--- config.mk ---
export PLATFORM = sky130hd
export DESIGN_NAME = audio_frame_capture
export DESIGN_NICKNAME = d
export VERILOG_FILES = /design/src/rtl/audio_frame_capture.sv
export SDC_FILE = /design/constraint.sdc
export NUM_CORES = 2
export LEC_CHECK = 0
export CAP_MARGIN = 20
export CELL_PAD_IN_SITES_DETAIL_PLACEMENT = 0
export CELL_PAD_IN_SITES_GLOBAL_PLACEMENT = 2
export CORE_MARGIN = 4
export CORE_UTILIZATION = 55
export CTS_CLUSTER_DIAMETER = 100
export DETAILED_ROUTE_END_ITERATION = 10
export PLACE_DENSITY_LB_ADDON = 0.08
export SLEW_MARGIN = 30
export SYNTH_ARGS = -nofsm -noshare
export SYNTH_HDL_FRONTEND = slang
export SYNTH_SLANG_ARGS = --single-unit
--- constraint.sdc ---
create_clock -name clk -period 12.1 [get_ports clk]
set_input_delay 1.21 -clock clk [delete_from_list [all_inputs] [get_ports clk]]
set_output_delay 1.21 -clock clk [all_outputs]
set_load 0.05 [all_outputs]
--- src/rtl/audio_frame_capture.sv ---
// Frame capture front end: fills an N-word buffer from a valid/ready sample stream,
// hands the frame to the analyzer with a start pulse and waits for its done edge.
module audio_frame_capture #(
    parameter int N          = 100,
    parameter int AW         = 7,
    parameter bit CONTINUOUS = 1'b0
) (
    input  logic          clk,
    input  logic          reset,
    input  logic          arm,
    input  logic          s_valid,
    input  logic [31:0]   s_data,
    output logic          s_ready,
    input  logic [AW-1:0] rd_addr,
    output logic [31:0]   rd_data,
    output logic          start,
    input  logic          done,
    output logic          busy,
    output logic [15:0]   frame_cnt,
    output logic          overrun
);

    typedef enum logic [1:0] {
        IDLE,
        FILL,
        HANDOFF,
        WAIT_DONE
    } state_t;

    state_t state, state_next;

    logic [AW-1:0] wr_ptr;
    logic          done_q;
    logic          accept;
    logic          last_accept;
    logic          done_rise;

    // Sized to the full address space so every rd_addr indexes a real word;
    // words at N and above simply hold stale contents.
    logic [31:0] mem [2**AW];

    assign s_ready     = (state == FILL);
    assign busy        = (state != IDLE);
    assign accept      = s_valid && s_ready;
    assign last_accept = accept && (wr_ptr == AW'(N - 1));
    assign done_rise   = done && !done_q;

    always_ff @(posedge clk or posedge reset) begin
        if (reset) state <= IDLE;
        else       state <= state_next;
    end

    // NOTE: every always_comb output gets its default first so no path infers a latch.
    always_comb begin
        state_next = state;
        case (state)
            IDLE:      if (arm) state_next = FILL;
            FILL:      if (last_accept) state_next = HANDOFF;
            HANDOFF:   state_next = WAIT_DONE;
            WAIT_DONE: if (done_rise) state_next = CONTINUOUS ? FILL : IDLE;
            default:   state_next = IDLE;
        endcase
    end

    // NOTE: sequential state uses non-blocking assignments so every flop samples pre-edge values.
    always_ff @(posedge clk or posedge reset) begin
        if (reset) begin
            wr_ptr    <= '0;
            done_q    <= 1'b0;
            start     <= 1'b0;
            frame_cnt <= '0;
            overrun   <= 1'b0;
        end else begin
            done_q <= done;
            // start comes straight from a flop: high for the single HANDOFF cycle
            start  <= (state_next == HANDOFF);

            if (state_next == FILL && state != FILL)
                wr_ptr <= '0;
            else if (accept)
                wr_ptr <= wr_ptr + AW'(1);

            if (state == WAIT_DONE && done_rise)
                frame_cnt <= frame_cnt + 16'd1;

            if (!CONTINUOUS && state == IDLE && arm)
                overrun <= 1'b0;
            else if (s_valid && (state == HANDOFF || state == WAIT_DONE))
                overrun <= 1'b1;
        end
    end

    // NOTE: the buffer array has no reset; only the read register is cleared.
    always_ff @(posedge clk) begin
        if (accept) mem[wr_ptr] <= s_data;
    end

    // Same-address read during a write returns the old word.
    always_ff @(posedge clk or posedge reset) begin
        if (reset) rd_data <= '0;
        else       rd_data <= mem[rd_addr];
    end

endmodule
==> flow_metrics.py <==
metrics = {
    "clock_tree": {
        "cts-root-buf": "clkbuf_16",
        "cts_tree": "built",
        "cts_hold_buf": 0,
        "cts_sinks": 4156,
        "clkLatencyLatePin_ns": 0.95,
        "cts.clk_slew.worst_paths_ns": 0.06,
        "cts_buffers": 417,
        "clk_path_buf_depth": 4,
        "postCtsSetupBuffers": 0,
        "ctsResizeCount": 0,
        "cts-htree-levels": 5,
    },
    "global_routing": {
        "grtUsageMet2_pct": 43.6,
        "global_route.peak_usage_layer": "met1",
        "grt_use_met1_pct": 44.2,
        "use_met3_pct": 4.92,
        "antenna_found_initial": 37,
        "grt_pass1_wl_um": 579000,
        "grt_overflow": 0,
        "grt_max_degree": 135,
        "grt_pass1_vias": 71723,
        "grt_use_total_pct": 28.5,
    },
    "cells_and_area": {
        "drive_gt1_share_pct": 34.4,
        "nNetsFinal": 6556,
        "syn_to_final_growth_pct": 13.1,
        "fin_cells": 10652,
        "final_util_pct": 62.5,
        "finalInstanceArea_um2": 178000,
        "fillers": 18917,
    },
    "timing": {
        "max_slew_margin_pct": 22.7,
        "worstMarginPinSlew_ns": 1.16,
        "fin_skew_ns": 0.0430,
        "setup_ws_ns": 7.15,
        "fin_crit_sh_pct": 40.9,
        "setup-tns-final_ns": 0,
        "setup-violations-final": 0,
        "rsz0062_at_grt": "false",
        "finalHoldViolCount": 0,
        "period_needed_ns": 4.95,
        "fmax_mhz": 202,
        "finalMaxSlewViolations": 0,
        "whs_ns": 0.466,
    },
    "placed_design": {
        "place.gp.congestion": 0.765,
        "dpl_cell_area_um2": 165000,
        "dpl.hpwl_um": 219000,
        "dp_cells": 9846,
        "pre_cts_ws_ns": 6.15,
        "port_buffers": 95,
    },
    "routing": {
        "drc": 0,
        "first_iter_violations": 10608,
        "drtAntennaViolNets": 1,
        "routed_wl_um": 417000,
        "wl_per_cell_um": 39.1,
        "dr_total_vias": 71858,
        "viasPerCell": 6.75,
        "drt_pass1_iterations": 5,
    },
    "worst_hold_path": {
        "min_to": "frame_cnt[15]$_DFFE_PP0P_",
        "min_from": "frame_cnt[15]$_DFFE_PP0P_",
        "min_path_type": "reg -> reg",
        "whs_path_depth": 1,
    },
    "pwr": {
        "powerDensity_nw_per_um2": 172,
        "peakVddDrop_uv": 133,
        "p_leak_nw": 54.8,
        "power.total_mw": 30.7,
    },
    "run_status": {
        "status": "finished with violations",
        "violations": "antenna violations",
    },
    "floorplan": {
        "die_area_um2": 295000,
        "fp.coreArea_um2": 285000,
        "rows": 196,
        "dieHeight_um": 543,
        "pin_count": 96,
        "die_w_um": 543,
        "initial_core_util_pct": 55.3,
    },
    "yosys": {
        "seq_area_frac_synth_pct": 79.0,
        "synth-seq-cells": 4156,
        "synth-edff-count": 4096,
        "synth_top_area_share_pct": 78.0,
        "syn_area_um2": 158000,
        "synth_common_cells": "edfxtp_1, mux4_2, clkbuf_1, nor2_1, buf_2",
        "yosysMostFrequentCell": "edfxtp_1",
        "postSynthCellCount": 6105,
        "syn_avg_cell_area_um2": 25.8,
        "synth_ff_type": "edfxtp_1",
        "ys_warn_count": 0,
        "synthDistinctLibCells": 36,
        "syn-num-nets": 6151,
        "async_reset_ff_share_pct": 1.44,
        "synth_area_leader_cell": "edfxtp_1",
        "synth_area_leaders": "edfxtp_1, mux4_2, dfrtp_1",
    },
    "critical_path": {
        "timing.rr.start": "wr_ptr[4]$_DFFE_PP0P_",
        "cpMostUsedCell": "mux4_2",
        "critPathSlowestCell": "buf_4",
        "cp_max_fo": 91,
        "critPathRequiredTime_ns": 12.91,
        "cp-end-kind": "flop",
        "critPathArrivalTime_ns": 5.76,
        "worstSetupPathType": "in -> reg",
        "r2r_cells": 4,
        "rrSetupSlack_ns": 8.17,
        "startpoint_type": "input port",
        "r2r-end": "mem[87][30]$_DFFE_PP_",
        "cp_cell_sequence": "buf_16, buf_12, buf_16, buf_4, mux4_2, mux4_2, mux4_2, mux2_2",
        "max_stage_delay_ns": 0.76,
    },
    "job": {
        "drv_cap": 0,
    },
}
critical path: cells and delay by family:
kind | cells | cell delay (ns)
muxes | 4 | 2.22
buffers and inverters | 4 | 2.05
area by class of cell:
cell class	count	area, um2	area share (%)
Sequential cell	4156	124000	69.8
Multi-Input combinational cell	1621	32800	18.4
Clock buffer	543	11300	6.33
Tap cell	3762	4710	2.64
Timing Repair Buffer	309	2880	1.61
Clock inverter	232	2020	1.13
Antenna cell	24	60.1	0.0337
Inverter	5	21.3	0.0119
registers in the layout, indices dropped and copies added (netlist names):
signal,cells
frame_cnt,16
done_q,1
rd_data,32
state,2
wr_ptr,7
overrun,1
mem,4096
start,1
power by group:
| group | internal, mW | total [mW] | switching [mW] | leakage, nW |
|---|---|---|---|---|
| logic | 0.665 | 1.96 | 1.30 | 10.8 |
| registers | 16.0 | 16.1 | 0.121 | 37.6 |
| clock network | 7.21 | 12.6 | 5.35 | 6.51 |
| total | 23.9 | 30.7 | 6.77 | 54.8 |
cells by family (layout without fill, tap and decap cells):
logic type      after synthesis  in the layout  share of synthesized area, %
xor+xnor                     20             20                         0.111
flops                      4156           4156                          79.0
other cells                   0             24                             0
simple gates                215            215                         0.607
buf+inv                     328           1089                         0.853
compound gates                6              6                        0.0198
fa+ha+maj                     2              2                        0.0159
mux                        1378           1378                          19.4
metal layers:
metal,routed length (um),up-vias
met5,41,-
met4,10700,6
met3,38900,538
met2,196000,3561
met1,171000,40081
li1,-,27672
layout by cell type (no fill, tap or decap), types with 30 or more instances in the layout:
| cell | Yosys | layout |
|---|---|---|
| buf_4 | 2 | 216 |
| bufinv_16 | 0 | 30 |
| clkbuf_1 | 186 | 97 |
| clkbuf_16 | 0 | 425 |
| clkdlybuf4s50_1 | 0 | 56 |
| clkinv_1 | 0 | 86 |
| clkinv_2 | 0 | 80 |
| dfrtp_1 | 60 | 60 |
| edfxtp_1 | 4096 | 4096 |
| mux2_2 | 33 | 33 |
| mux4_2 | 1344 | 1344 |
| nor2_4 | 0 | 126 |
how the worst max path moves through the flow:
| stage | from | to | slack, ns | cells past startpoint |
|---|---|---|---|---|
| finish | rd_addr[0] | rd_data[8]$_DFF_PP0_ | 7.15 | 8 |
| CTS | rd_addr[0] | rd_data[8]$_DFF_PP0_ | 7.16 | 7 |
| detailed placement | rd_addr[0] | rd_data[8]$_DFF_PP0_ | 6.15 | 7 |
| global route | rd_addr[0] | rd_data[8]$_DFF_PP0_ | 6.86 | 8 |
| floorplan | s_valid | mem[72][0]$_DFFE_PP_ | 6.46 | 4 |
| global placement | rd_addr[0] | rd_data[8]$_DFF_PP0_ | 6.16 | 7 |
No activity file was read; power rests on OpenSTA's default activity.
